### src/rtl/alu_input_pkg.sv
// rtl/alu_input_pkg.sv - shared state encoding and widths for the calculator input path
//
// Purpose: one-hot state encoding and data widths shared by the operand-entry
// FSM and the display-control block that decodes its state bus.
// Ports: none (package).

package alu_input_pkg;

  localparam int OPERAND_W  = 16;
  localparam int ALU_CTRL_W = 3;

  // One-hot so the display block can select on a single bit per state.
  typedef enum logic [3:0] {
    ST_WAIT_OP1    = 4'b0001,
    ST_WAIT_OP2    = 4'b0010,
    ST_WAIT_OPCODE = 4'b0100,
    ST_SHOW_RESULT = 4'b1000
  } state_t;

endpackage

### src/rtl/btn_debouncer.sv
// rtl/btn_debouncer.sv - synchroniser, debouncer and rising-edge detector for one raw button
//
// Purpose: condition a raw asynchronous push-button into a clean level and a
// single-cycle press pulse.
// Ports:
//   clk    in  : system clock
//   rst_n  in  : asynchronous active-low reset
//   raw    in  : raw button pin, asynchronous to clk
//   level  out : debounced button level
//   pulse  out : one-cycle pulse on each accepted press (rising edge only)

module btn_debouncer #(
  parameter int DEBOUNCE_CYCLES = 1_000_000
) (
  input  logic clk,
  input  logic rst_n,
  input  logic raw,
  output logic level,
  output logic pulse
);

  localparam int CNT_W = $clog2(DEBOUNCE_CYCLES + 1);
  // The level flips on the edge where the counter would have reached
  // DEBOUNCE_CYCLES, so the count itself never exceeds DEBOUNCE_CYCLES-1.
  localparam logic [CNT_W-1:0] CNT_LAST = CNT_W'(DEBOUNCE_CYCLES - 1);

  logic             sync1;
  logic             sync2;
  logic             deb;
  logic             deb_q;
  logic [CNT_W-1:0] cnt;

  always_ff @(posedge clk or negedge rst_n) begin
    if (!rst_n) begin
      sync1 <= 1'b0;
      sync2 <= 1'b0;
      deb   <= 1'b0;
      deb_q <= 1'b0;
      cnt   <= '0;
    end else begin
      sync1 <= raw;
      sync2 <= sync1;
      deb_q <= deb;
      // Any sample that agrees with the accepted level restarts the count,
      // so bounces shorter than DEBOUNCE_CYCLES never flip the level.
      if (sync2 == deb) begin
        cnt <= '0;
      end else if (cnt == CNT_LAST) begin
        deb <= ~deb;
        cnt <= '0;
      end else begin
        cnt <= cnt + CNT_W'(1);
      end
    end
  end

  assign level = deb;
  assign pulse = deb & ~deb_q;

endmodule

### src/rtl/alu_input_fsm.sv
// rtl/alu_input_fsm.sv - operand-entry FSM for the calculator front end
//
// Purpose: steps the user through entering operand 1, operand 2 and the
// opcode from the board switches using an enter (BTNC) and back (BTNL)
// button, and drives the captured values plus a one-hot state bus.
// Optional feature macro: ALU_INPUT_LIVE_PREVIEW_EN - when defined, the
// register belonging to the current entry state follows SW every cycle.
// Ports:
//   CLK100MHZ    in      : 100 MHz system clock
//   CPU_RESETN   in      : asynchronous active-low reset
//   SW           in [16] : raw switches, operand/opcode data (quasi-static)
//   BTNC         in      : raw enter button, active-high
//   BTNL         in      : raw back button, active-high
//   OP1          out[16] : captured operand 1
//   OP2          out[16] : captured operand 2
//   ALU_ctrl     out[3]  : captured operation code (SW[2:0])
//   state        out[4]  : one-hot FSM state
//   result_valid out     : high while in SHOW_RESULT

module alu_input_fsm
  import alu_input_pkg::*;
#(
  parameter int DEBOUNCE_CYCLES = 1_000_000
) (
  input  logic                  CLK100MHZ,
  input  logic                  CPU_RESETN,
  input  logic [OPERAND_W-1:0]  SW,
  input  logic                  BTNC,
  input  logic                  BTNL,
  output logic [OPERAND_W-1:0]  OP1,
  output logic [OPERAND_W-1:0]  OP2,
  output logic [ALU_CTRL_W-1:0] ALU_ctrl,
  output logic [3:0]            state,
  output logic                  result_valid
);

  logic   enter_p;
  logic   back_p;
  logic   enter_lvl;
  logic   back_lvl;
  state_t state_q;

  btn_debouncer #(.DEBOUNCE_CYCLES(DEBOUNCE_CYCLES)) u_btn_enter (
    .clk   (CLK100MHZ),
    .rst_n (CPU_RESETN),
    .raw   (BTNC),
    .level (enter_lvl),
    .pulse (enter_p)
  );

  btn_debouncer #(.DEBOUNCE_CYCLES(DEBOUNCE_CYCLES)) u_btn_back (
    .clk   (CLK100MHZ),
    .rst_n (CPU_RESETN),
    .raw   (BTNL),
    .level (back_lvl),
    .pulse (back_p)
  );

  // Debounced levels are not needed here; only the press pulses drive the FSM.
  logic unused_levels;
  assign unused_levels = enter_lvl ^ back_lvl;

  always_ff @(posedge CLK100MHZ or negedge CPU_RESETN) begin
    if (!CPU_RESETN) begin
      state_q  <= ST_WAIT_OP1;
      OP1      <= '0;
      OP2      <= '0;
      ALU_ctrl <= '0;
    end else begin
`ifdef ALU_INPUT_LIVE_PREVIEW_EN
      // Live tracking of the register being entered; an enter capture below
      // loads the same SW value and the state change then freezes it.
      case (state_q)
        ST_WAIT_OP1:    OP1      <= SW;
        ST_WAIT_OP2:    OP2      <= SW;
        ST_WAIT_OPCODE: ALU_ctrl <= SW[ALU_CTRL_W-1:0];
        default:        ;
      endcase
`endif
      // Simultaneous enter and back cancel each other.
      if (enter_p && !back_p) begin
        case (state_q)
          ST_WAIT_OP1: begin
            OP1     <= SW;
            state_q <= ST_WAIT_OP2;
          end
          ST_WAIT_OP2: begin
            OP2     <= SW;
            state_q <= ST_WAIT_OPCODE;
          end
          ST_WAIT_OPCODE: begin
            ALU_ctrl <= SW[ALU_CTRL_W-1:0];
            state_q  <= ST_SHOW_RESULT;
          end
          default: state_q <= ST_WAIT_OP1;
        endcase
      end else if (back_p && !enter_p) begin
        case (state_q)
          ST_WAIT_OP2:    state_q <= ST_WAIT_OP1;
          ST_WAIT_OPCODE: state_q <= ST_WAIT_OP2;
          ST_SHOW_RESULT: state_q <= ST_WAIT_OPCODE;
          default:        state_q <= ST_WAIT_OP1;
        endcase
      end
    end
  end

  assign state        = state_q;
  assign result_valid = (state_q == ST_SHOW_RESULT);

endmodule

### config.mk
export PLATFORM = sky130hd
export DESIGN_NAME = alu_input_fsm
export DESIGN_NICKNAME = d
export VERILOG_FILES = /design/src/rtl/alu_input_pkg.sv /design/src/rtl/btn_debouncer.sv /design/src/rtl/alu_input_fsm.sv
export SDC_FILE = /design/constraint.sdc
export NUM_CORES = 1
export LEC_CHECK = 0
export BUFFER_PORTS_ARGS = -buffer_cell sky130_fd_sc_hd__buf_4
export CORE_UTILIZATION = 50
export CTS_CLUSTER_DIAMETER = 80
export CTS_CLUSTER_SIZE = 16
export DETAILED_ROUTE_END_ITERATION = 8
export PLACE_DENSITY = 0.82
export SYNTH_ARGS = -nofsm -noshare
export SYNTH_HDL_FRONTEND = slang
export SYNTH_SLANG_ARGS = --single-unit
### constraint.sdc
create_clock -name CLK100MHZ -period 2.9 [get_ports CLK100MHZ]
set_clock_uncertainty 0.1 [all_clocks]
set_input_delay 0.58 -clock CLK100MHZ [delete_from_list [all_inputs] [get_ports CLK100MHZ]]
set_output_delay 0.58 -clock CLK100MHZ [all_outputs]
set_load 0.1 [all_outputs]
======== Word level (Yosys, flattened, before mapping) ========
Index checks and enable logic that the tools add are counted.
storage, ports and cells
  bits in registers ....................... 87
  bits of input ports ..................... 20
  word-level logic and storage cells ...... 50
cells by class
  add/sub/neg operators ................... 2
  equal/unequal tests ..................... 8
  multiplexer cells ....................... 8
  bitwise gates (word level) .............. 8
  reductions and logical operators ........ 10
operator list
  kind                   number
  $mux 20                4
  $add 20x1->20 const B  2
  $eq 20x20->1 const B   2
  $pmux 4 s3             1
  $reduce_and 2->1       5
  $mux 4                 2
  $not 1->1              6
  $pmux 3 s2             1
  $eq 4x1->1 const B     1
  $eq 4x2->1 const B     1
  $eq 4x3->1 const B     1
  $eq 4x4->1 const B     1
  $and 1x1->1            2
  $eq 1x1->1             2
  $logic_and 1x1->1      2
  $logic_not 1->1        2
  $reduce_bool 2->1      1

======== Longest topological paths before layout ========
Gate-level depths: netlist of run 1.
  word-level depth ........................ 6
  mapped depth ............................ 8

======== By module ========
A second synthesis of run 1 with hierarchy kept.
unflattened totals
  cells, all modules ...................... 330
  area total of the unflattened synthesis .. 3940.0 um^2
modules (own cells, without submodules)
  module         instances  cells an instance  area each (um^2)  seq. area each (um^2)
  btn_debouncer  2          110                1146.1            600.6
  alu_input_fsm  1          110                1647.8            977.2

======== Least setup slack after synthesis of run 1 ========
Ideal clock, no wire load.
  path type ............................... reg-to-output
  from .................................... register state_q[3], in the netlist state[3]
  to ...................................... output port result_valid
  arrival ................................. 4.205 ns
  data required time ...................... 2.220 ns
  setup slack ............................. -1.985 ns
  cell stages (with the launch flop) ...... 2
  path buffers ............................ 0
  cell sequence ........................... dfrtp_1 > nor4b_1
between the ends
  cells in the longest elaborated chain, start to end .. 1
RTL lines
  item                    line                  text
  start, declared         alu_input_fsm.sv:41   state_t state_q;
  start signal, assigned  alu_input_fsm.sv:65   state_q <= ST_WAIT_OP1;
  start signal, assigned  alu_input_fsm.sv:85   state_q <= ST_WAIT_OP2;
  start signal, assigned  alu_input_fsm.sv:89   state_q <= ST_WAIT_OPCODE;
  $eq 4x4->1              alu_input_fsm.sv:109  assign result_valid = (state_q == ST_SHOW_RESULT);
  end, declared           alu_input_fsm.sv:34   output logic result_valid
No other way between the ends.

======== Worst setup path after layout of run 1 ========
  from .................................... register u_btn_enter.deb, in the netlist u_btn_enter.level
  to ...................................... register OP2[0]
between the ends
  cells in the longest elaborated chain, start to end .. 3
RTL lines
  item                        line                 text
  start, declared             btn_debouncer.sv:29  logic deb;
  start signal, assigned      btn_debouncer.sv:49  deb <= ~deb;
  $and 1x1->1                 btn_debouncer.sv:58  assign pulse = deb & ~deb_q;
  $logic_and 1x1->1           alu_input_fsm.sv:81  if (enter_p && !back_p) begin
  $reduce_and 2->1 (no line)  n/a
  end signal, assigned        alu_input_fsm.sv:67  OP2 <= '0;
  end signal, assigned        alu_input_fsm.sv:88  OP2 <= SW;
  end, declared               alu_input_fsm.sv:31  output logic [OPERAND_W-1:0] OP2,
No other way between the ends.
A chain may end at the register's enable or synchronous reset.

==> summary.md, run 1 <==
| Metric | Value |
|---|---|
| Slew Limit Fails | 0 |
| Pwr Total | about 2.4 mW |
| Vias in the first global route | 2648 |
| Largest area contributor in the netlist | dfrtp_1 |
| Row cnt | 31 |
| Seq/Total Area, Yosys | 57.3% |
| Chip Width | around 89 µm |
| Synth async-reset ratio | 100% |
| Status | finished clean |
| Crit path buf inv count | 0 |
| P_leak | 1.98 nW |
| Commonest non-fill, non-tap cells in the layout | dfrtp_1 (86), buf_4 (64), mux2_2 (39), nor2_1 (34), xnor2_1 (16) |
| Post-Syn Area | about 3800 µm² |
| Top Ports | 60 |
| Flop-to-flop setup slack | 0.52 ns |
| Drt pass-1 iters | 4 |
| Startpoint types | flop |
| Post-synth top area share | 56.6% |
| Synth area leaders | dfrtp_1 (57%), mux2_2 (12%), xnor2_1 (3.7%), nor2_1 (3.4%), xor2_1 (2.3%) |
| Non-Filler Cell Area, Final | between 4000 and 5000 µm² |
| Worst r2r dst | OP2[0] |
| Synth cell types | 36 |
| R2R depth | 5 |
| Initial Utilization | 52.1% |
| Syn nets | 352 |
| CTS max path bufs | 2 |
| M1 wire length | slightly above 3000 µm |
| Clock sink count | 87 |
| First-pass GRT wire length | 11400 µm |
| Share of layout cells above drive strength 1 | approximately a third |
| Initial antenna violation count | 0 |
| Data required, critical path | 3.03 ns |
| CP cell instances | nor2b_1 -> ha_1 -> nand2b_1 -> or4b_2 -> mux2_2 |
| Routed WL | ~6900 µm |
| Ys flop type | dfrtp_1 |
| DP Wirelength | 4910 µm |
| Clk slew on worst S/H paths | 0.08 ns |
| Placed cell area | around 4400 µm² |
| Worst r2r src | u_btn_enter.level |
| Synthesized instance count | 329 |
| TritonCTS buffer count | 9 |
| Most common cell after layout, fill and taps aside | dfrtp_1 |
| Largest stage delay, worst path | 0.89 ns |
| CTS tree | done |
| RSZ-0062 raised after global routing | no |
| Post-placement cell count | ~480 |
| Number of synthesized flops with an enable pin | 0 |
| Minimum clock period | around 2.4 ns |
| Final hold viol count | 0 |
| Crit-path max FO | 17 |
| N_diodes | 0 |
| H-Tree Depth | 3 |
| Power Dens Cells | around 530 nW/µm² |
| Worst Hold Class | primary input to asynchronous set/reset pin |
| Fillcell total | 581 |
| Hold_buf cts | 0 |
| Max_slew headroom | 50.8% |
| Mapped Avg Cell Area | approximately 12 µm² |
| CP arrival | 2.51 ns |
| Slowest CP cell | or4b_2 |
| FMAX | 420 MHz |
| Worst skew pair latency | 0.35 ns |
| Final Setup Violations | 0 |
| CTS resizes | 0 |
| Warnings from Yosys | 0 |
| Area grow syn2layout | 20.6% |
| Final cell count without fillers | ~500 |
| Yosys reg bits | 87 |
| Antenna viol nets, final | 0 |
| DRC Markers | 0 |
| Detail Route met2 WL | 3370 µm |
| Max layer used | met4 |
| Setup bufs post-CTS | 0 |
| Pin count of the biggest net entering global routing | between 40 and 50 |
| Fin nets | about 420 |
| WL met3 | roughly 370 µm |
| Maximum vdd drop | 0.000300 V |
| CP delay by family, top | simple AND/OR/NAND/NOR gates |
| Vias | 2675 |
| Period utilization | 82.0% |
| PortBufs | 59 |
| Core area | 7290 µm² |
| Worst-Margin Slew | about 0.74 ns |
| Drt initial violations | 85 |
| DR WL/cell | 13.9 µm |
| Max-Cap Viols | 0 |
| Grt ovf | 0 |
| Clock Root Buffer | clkbuf_8 |
| Die Y | 89.2 µm |
| Critical path class | flop to flop |
| Placer Congestion | 0.878 |
| Endpoint type of the worst setup path | flop |
| Gr usage total | 19.0% |
| Vias per cell | 5.38 |
| DIE AREA | 7950 µm² |
| TNS Setup | 0 ns |
final cells by class:
type                       instances  area, µm²  area share [%]
multi-input combinational        224       1570            34.3
clock buffer                      10        138            3.00
timing repair buffer              64        480            10.5
clock inverter                     6       67.6            1.47
sequential                        87       2180            47.5
tap                               99        124            2.70
inverter                           7       26.3           0.573
flip-flops by register name, summed over array words and instances, names as in the netlist, 3 cells and up:
register / cells
u_btn_back.cnt: 20
u_btn_enter.cnt: 20
OP1: 16
OP2: 16
state: 4
ALU_ctrl: 3
synthesized netlist by cell type (8+ instances only):
| cell type | number |
|---|---|
| dfrtp_1 | 86 |
| mux2_2 | 39 |
| nor2_1 | 34 |
| xnor2_1 | 16 |
| nand3_1 | 15 |
| a21oi_1 | 13 |
| o21ai_0 | 13 |
| nand2_1 | 11 |
| xor2_1 | 10 |
| nand4_1 | 9 |
| nor3_1 | 9 |
| clkbuf_1 | 8 |
stage by stage:
stage	util, %	worst slack (ns)	hold WS (ns)
3_3_place_gp	60.1	0.585	0.249
2_1_floorplan	-	0.0536	0.184
4_1_cts	62.9	0.485	0.142
3_5_place_dp	60.1	0.502	0.258
5_1_grt	62.9	0.344	0.164
6_report	62.9	0.521	0.122
layer usage:
layer | vias to the layer above | GRT usage [%]
met5 | - | 0
met4 | 0 | 7.79
met3 | 10 | 4.80
met2 | 77 | 33.1
met1 | 1296 | 22.6
li1 | 1292 | -
cell families (layout without fill, tap and decap cells):
family,Yosys count,after routing,share of synthesized area [%]
compound gates,32,32,4.74
xor+xnor,26,26,5.99
fa+ha+maj,3,3,0.988
buf+inv,18,87,1.88
flops,87,87,57.3
mux,39,39,11.6
simple gates,124,124,17.5
how the worst max path moves through the flow:
stage	startpoint	endpoint	slack, ns	depth (start not counted)
floorplan	state[3]	result_valid	0.05	1
finish	u_btn_enter.level	OP2[0]	0.52	5
global route	u_btn_enter.level	OP2[0]	0.34	5
detailed placement	u_btn_enter.level	OP2[9]	0.50	5
global placement	u_btn_enter.level	OP2[9]	0.59	5
CTS	u_btn_enter.level	OP2[0]	0.49	5
power by group:
part	leakage, nW	switching [mW]	internal (mW)
combinational	0.759	0.232	0.0731
sequential	1.12	0.0198	1.24
clock	0.0993	0.426	0.426
No activity file was read; power rests on OpenSTA's default activity.
==> run 2: changes to the inputs <==
ABC_AREA = 1   (was default)
PLACE_DENSITY = 0.81   (was 0.82)
clock period = 2.2 ns   (was 2.9 ns; I/O delays follow)
==> summary.md, run 2 <==
| Metric | Value |
|---|---|
| Status | finished clean |
| Post-Syn Area | 4050 µm² (+6.5%) |
| CTS max path bufs | 2 (unchanged) |
| First-pass GRT wire length | 15200 µm (+33%) |
| CP endpoint | result_valid |
| CP arrival | 1.46 ns (-1.05 ns) |
| Worst r2r dst | state[0] |
| Vias | 3261 (+22%) |
| Worst skew pair latency | 0.36 ns (about the same) |
| DRC Markers | 0 (unchanged) |
| Worst-Margin Slew | 0.394 ns (-0.343 ns) |
| Crit path buf inv count | 2 (+2) |
| FMAX | around 500 MHz |
| Critical path class | flop to primary output |
| Post-synth top area share | 53.2% (-3.4 points) |
| N_diodes | 0 (unchanged) |
| TritonCTS buffer count | 9 (unchanged) |
| CP cell instances | inv_4 -> nor4_4 -> buf_4 |
| Die Y | 92.0 µm (+3.1%) |
| Synth async-reset ratio | 100% (unchanged) |
| PnR worst setup slack | 0.195 ns (-0.325 ns) |
| Pwr Total | 2.81 mW (+16%) |
| Most common cell after layout, fill and taps aside | nand2_1 |
| Synth area leaders | dfrtp_1 (53%), nand2_1 (9.0%), nor2_1 (7.4%), inv_1 (4.0%), o21ai_0 (2.6%) |
| Synthesized instance count | 466 (+42%) |
| WHS | 0.0821 ns (-0.0397 ns) |
| Crit-path max FO | 4 (-13) |
| Most common cell in the netlist | nand2_1 |
| Fillcell total | 661 (+14%) |
| Finished Core Util | 63.0% (+0.097 points) |
| Max_slew headroom | 73.7% (+23 points) |
| Yosys reg bits | 87 (unchanged) |
| Period utilization | 91.1% |
| CP delay by family, top | flip-flops |
| Startpoint types | flop |
| Pin count of the biggest net entering global routing | 36 (-27%) |
| Syn nets | 489 (+39%) |
| P_leak | 2.29 nW (+15%) |
| Core area | 7770 µm² (+6.5%) |
| Vias in the first global route | 3277 (+24%) |
| TNS Setup | 0 ns (unchanged) |
| Grt ovf | 0 (unchanged) |
| Clock sink count | 87 (unchanged) |
| Antenna viol nets, final | 0 (unchanged) |
| Clock Root Buffer | clkbuf_8 |
| Final cell count without fillers | 643 (+29%) |
| Post-placement cell count | 626 (+30%) |
| Flop-to-flop setup slack | 0.30 ns (-0.22 ns) |
| Crit. Startpoint | state[3] |
| Top Ports | 60 (unchanged) |
| Power Dens Cells | 574 nW/µm² (+8.7%) |
| Placer Congestion | 0.853 (-2.8%) |
| DIE AREA | 8460 µm² (+6.3%) |
| Data required, critical path | 1.66 ns (-1.37 ns) |
| Number of synthesized flops with an enable pin | 0 (unchanged) |
| Commonest non-fill, non-tap cells in the layout | nand2_1 (97), dfrtp_1 (83), nor2_1 (80), buf_4 (62), inv_1 (42) |
| Gr usage total | 23.1% (+4.1 points) |
| DR WL/cell | 13.5 µm (-3.2%) |
| Drt pass-1 iters | 4 (unchanged) |
| Pre-CTS setup slack | 0.333 ns (-0.169 ns) |
| Routed WL | 8650 µm (+25%) |
| CTS tree | done |
| Final Setup Violations | 0 (unchanged) |
| R2R depth | 7 (+2) |
| Seq/Total Area, Yosys | 53.8% (-3.5 points) |
| Initial antenna violation count | 0 (unchanged) |
| Synth cell types | 36 (unchanged) |
| Drt initial violations | 204 (+140%) |
| Max-Cap Viols | 0 (unchanged) |
| Final hold viol count | 0 (unchanged) |
| Row cnt | 32 (+3.2%) |
| Maximum vdd drop | 0.000364 V (+21%) |
| CTS resizes | 0 (unchanged) |
| Minimum clock period | about 2 ns |
| RSZ-0062 raised after global routing | no |
| DP Wirelength | 6340 µm (+29%) |
| Share of layout cells above drive strength 1 | 23.8% (-8.3 points) |
| Biggest regs | u_btn_back.cnt x20, u_btn_enter.cnt x20 |
| Chip Width | 92.0 µm (+3.1%) |
| Warnings from Yosys | 0 (unchanged) |
| Clk slew on worst S/H paths | 0.09 ns (about the same) |
| Slew Limit Fails | 0 (unchanged) |
| Post-synth top cells | nand2_1 (97), dfrtp_1 (86), nor2_1 (80) |
| Largest stage delay, worst path | 0.46 ns (-0.43 ns) |
| Largest area contributor in the netlist | dfrtp_1 |
| Multi-input gate area | 1670 µm² (+6.1%) |
| Worst path depth | 3 (-2) |
| Slowest CP cell | dfrtp_4 |
| PortBufs | 59 (unchanged) |
| Worst Hold Class | primary input to flop |
| Area taken by flip-flops and latches | 2180 µm² (+0.29%) |
| Mapped Avg Cell Area | 8.69 µm² (-25%) |
| Worst r2r src | u_btn_back.level |
| Area grow syn2layout | 20.9% |
| Vias per cell | 5.07 (-5.8%) |
| Placed cell area | 4690 µm² (+7.1%) |
| Non-Filler Cell Area, Final | 4890 µm² (+6.7%) |
| Initial Utilization | 52.1% (about the same) |
| H-Tree Depth | 3 (unchanged) |
| Fin nets | 559 (+34%) |
| Endpoint type of the worst setup path | primary output |
| Ys flop type | dfrtp_1 |
==> run 2: cell count changes in the layout (fill, tap and decap cells not counted), sizes merged, moves of 7 or more <==
cell	before	now
a21oi	13	6
inv	9	51
mux2	39	0
nand2	11	105
nand2b	7	0
nor2	34	98
o21ai	13	41
or3	10	0
xnor2	16	9
==> run 2: cells by family (layout without fill, tap and decap cells) <==
family	Yosys count	in the layout	synth area share, %
AOI/OAI and AO/OA	52	52	6.80
xor gates and xnor gates	22	22	5.13
buffers and inverters	56	131	5.38
adders and majority gates	3	3	0.927
and+or+nand+nor	246	246	27.9
DFF	87	87	53.8
==> run 2: worst min-delay path by stage <==
stage | cells past startpoint | from | slack, ns | to
2_1_floorplan | 0 | CPU_RESETN | 0.04 | ALU_ctrl[0]
3_3_place_gp | 0 | u_btn_back.sync1 | 0.23 | u_btn_back.sync2
3_5_place_dp | 0 | u_btn_enter.sync1 | 0.24 | u_btn_enter.sync2
4_1_cts | 1 | BTNL | 0.07 | u_btn_back.sync1
5_1_grt | 1 | BTNL | 0.06 | u_btn_back.sync1
6_report | 1 | BTNL | 0.08 | u_btn_back.sync1
==> run 2: per-layer routing <==
layer  global-route usage, %  share of wire, %  up-vias
met5                       0                 0        -
met4                    8.46               1.5        0
met3                    5.72               5.3       13
met2                    38.1                49       92
met1                    29.5                44     1549
li1                        -                 -     1607
==> run 2: power breakdown <==
group | internal [mW] | switching (mW) | leakage, nW
registers | 1.61 | 0.00887 | 1.01
clock network | 0.459 | 0.616 | 0.0950
logic | 0.0437 | 0.0699 | 1.18
==> run 2: layout make-up <==
class	instances	share of cell area, %
Clock inverter	6	1.10
Sequential cell	87	44.7
Inverter	49	3.81
Tap cell	102	2.61
Multi-Input combinational cell	323	34.1
Clock buffer	10	2.81
Timing Repair Buffer	66	10.9
==> run 2: what timing repair did <==
action	CTS	global route
setup buffers	0	0
hold buffers	1	0
endpoints found under the hold margin	25	0
==> run 3: changes to the inputs <==
CORE_UTILIZATION = 40   (was 50)
PLACE_DENSITY = 0.69   (was 0.81)
clock period = 2 ns   (was 2.2 ns; I/O delays follow)
==> summary.md, run 3 (synthesized netlist as in run 2, its figures left out) <==
| Metric | Value |
|---|---|
| Initial antenna violation count | 0 (unchanged) |
| Top Ports | 60 (unchanged) |
| Area grow syn2layout | 22.4% |
| Worst skew pair latency | 0.35 ns (about the same) |
| Final Setup Violations | 0 (unchanged) |
| Row cnt | 36 (+13%) |
| Pin count of the biggest net entering global routing | 38 (+5.6%) |
| Maximum vdd drop | 0.000448 V (+23%) |
| Gr usage total | 17.9% (-5.2 points) |
| Antenna viol nets, final | 0 (unchanged) |
| Fillcell total | 906 (+37%) |
| DR WL/cell | 12.6 µm (-6.2%) |
| Largest stage delay, worst path | 0.46 ns (about the same) |
| Data required, critical path | 1.50 ns (-0.16 ns) |
| Vias in the first global route | 3138 (-4.2%) |
| FMAX | roughly 530 MHz |
| Multi-input gate area | 1670 µm² (unchanged) |
| Endpoint type of the worst setup path | primary output |
| Vias per cell | 4.71 (-7.2%) |
| TritonCTS buffer count | 9 (unchanged) |
| Drt pass-1 iters | 4 (unchanged) |
| H-Tree Depth | 3 (unchanged) |
| Crit-path max FO | 4 (unchanged) |
| Drt initial violations | 180 (-12%) |
| TNS Setup | 0 ns (unchanged) |
| Die Y | 103 µm (+12%) |
| First-pass GRT wire length | 14500 µm (-4.7%) |
| Most common cell after layout, fill and taps aside | nand2_1 |
| Placer Congestion | 0.877 (+2.8%) |
| Worst Hold Class | primary input to flop |
| CP cell instances | inv_4 -> nor4_4 -> buf_6 |
| Final hold viol count | 0 (unchanged) |
| Max_slew headroom | 67.0% (-6.7 points) |
| Commonest non-fill, non-tap cells in the layout | nand2_1 (97), dfrtp_1 (83), nor2_1 (80), buf_4 (62), inv_1 (42) |
| Startpoint types | flop |
| Core area | 9770 µm² (+26%) |
| Crit path buf inv count | 2 (unchanged) |
| Flop-to-flop setup slack | 0.28 ns (-0.02 ns) |
| CTS max path bufs | 2 (unchanged) |
| Chip Width | 103 µm (+12%) |
| N_diodes | 0 (unchanged) |
| Max-Cap Viols | 0 (unchanged) |
| Period utilization | 94.9% |
| Critical path class | flop to primary output |
| Fin nets | 559 (unchanged) |
| Slowest CP cell | dfrtp_4 |
| DIE AREA | 10500 µm² (+24%) |
| Post-placement cell count | 657 (+5.0%) |
| P_leak | 2.30 nW (+0.53%) |
| RSZ-0062 raised after global routing | no |
| CP delay by family, top | flip-flops |
| WHS | 0.0559 ns (-0.0262 ns) |
| DP Wirelength | 6310 µm (-0.56%) |
| Clock Root Buffer | clkbuf_8 |
| Status | finished clean |
| Setup bufs post-CTS | 0 (unchanged) |
| Worst-Margin Slew | 0.495 ns (+0.100 ns) |
| Vias | 3172 (-2.7%) |
| Share of layout cells above drive strength 1 | 23.5% (-0.37 points) |
| Power Dens Cells | 659 nW/µm² (+15%) |
| PortBufs | 59 (unchanged) |
| Initial Utilization | 41.4% (-11 points) |
| Slew Limit Fails | 0 (unchanged) |
| Final cell count without fillers | 674 (+4.8%) |
| Grt ovf | 0 (unchanged) |
| Clock sink count | 87 (unchanged) |
| Clk slew on worst S/H paths | 0.08 ns (about the same) |
| Routed WL | 8500 µm (-1.7%) |
| DRC Markers | 0 (unchanged) |
| Minimum clock period | 1.90 ns |
| Biggest regs | u_btn_back.cnt x20, u_btn_enter.cnt x20 |
| CP arrival | 1.40 ns (-0.06 ns) |
| Area taken by flip-flops and latches | 2180 µm² (unchanged) |
| CTS tree | done |
## run 3: final timing paths
check                                      end             start  cells after the start
min reg2reg                   u_btn_back.sync2  u_btn_back.sync1                      0
max                               result_valid          state[3]                      3
min in group asynchronous    u_btn_back.cnt[8]        CPU_RESETN                      2
min                           u_btn_back.sync1              BTNL                      1
max in group asynchronous  u_btn_enter.cnt[14]        CPU_RESETN                      3
max reg2reg                            OP1[15]  u_btn_back.level                      7
## run 3: final cells by class
type | count | area share, %
sequential | 87 | 44.1
multi-input combinational | 323 | 33.6
timing repair buffer | 66 | 10.6
inverter | 49 | 3.76
tap | 133 | 3.36
clock buffer | 13 | 3.21
clock inverter | 3 | 1.31
## run 3: report_power, final
group	internal (mW)	switching, mW	leakage [nW]	total (mW)
logic	0.0470	0.0763	1.18	0.123
clock network	0.772	0.590	0.114	1.36
registers	1.77	0.0107	1.01	1.78
## run 3: per-stage QoR
stage                     instance area (µm²)  util, %  power [mW]  setup slack, ns
after floorplan                          4070        -        1.85           -0.306
after global placement                   4720     48.3        1.94            0.358
after detailed placement                 4720     48.3        1.94            0.284
final                                    4950     50.7        3.27            0.103
after global routing                     4950     50.7        3.39           0.0427
after CTS                                4950     50.7        3.31           0.0296
## run 3: per-layer routing
| metal | GRT usage, % | up-vias | routed length, µm |
|---|---|---|---|
| met4 | 6.92 | 0 | 132 |
| met1 | 23.0 | 1485 | 3860 |
| met3 | 5.22 | 8 | 449 |
| met2 | 28.5 | 78 | 4060 |
| met5 | 0 | - | 0 |
| li1 | - | 1601 | - |
## run 3: worst reg2reg max path, delay by kind of cell, from the launching register on
kind | cells | cell delay (ns)
AND/OR/NAND/NOR | 3 | 0.49
flip-flops | 1 | 0.41
buffers and inverters | 2 | 0.31
adder cells (fa/ha/maj) | 1 | 0.25
AO/OA/AOI/OAI | 1 | 0.08
## run 3: timing repair
action	in CTS	in global routing
hold buffers	1	0
hold endpoints to repair	34	0
gates resized for setup	0	1
endpoints found under the setup margin	0	1
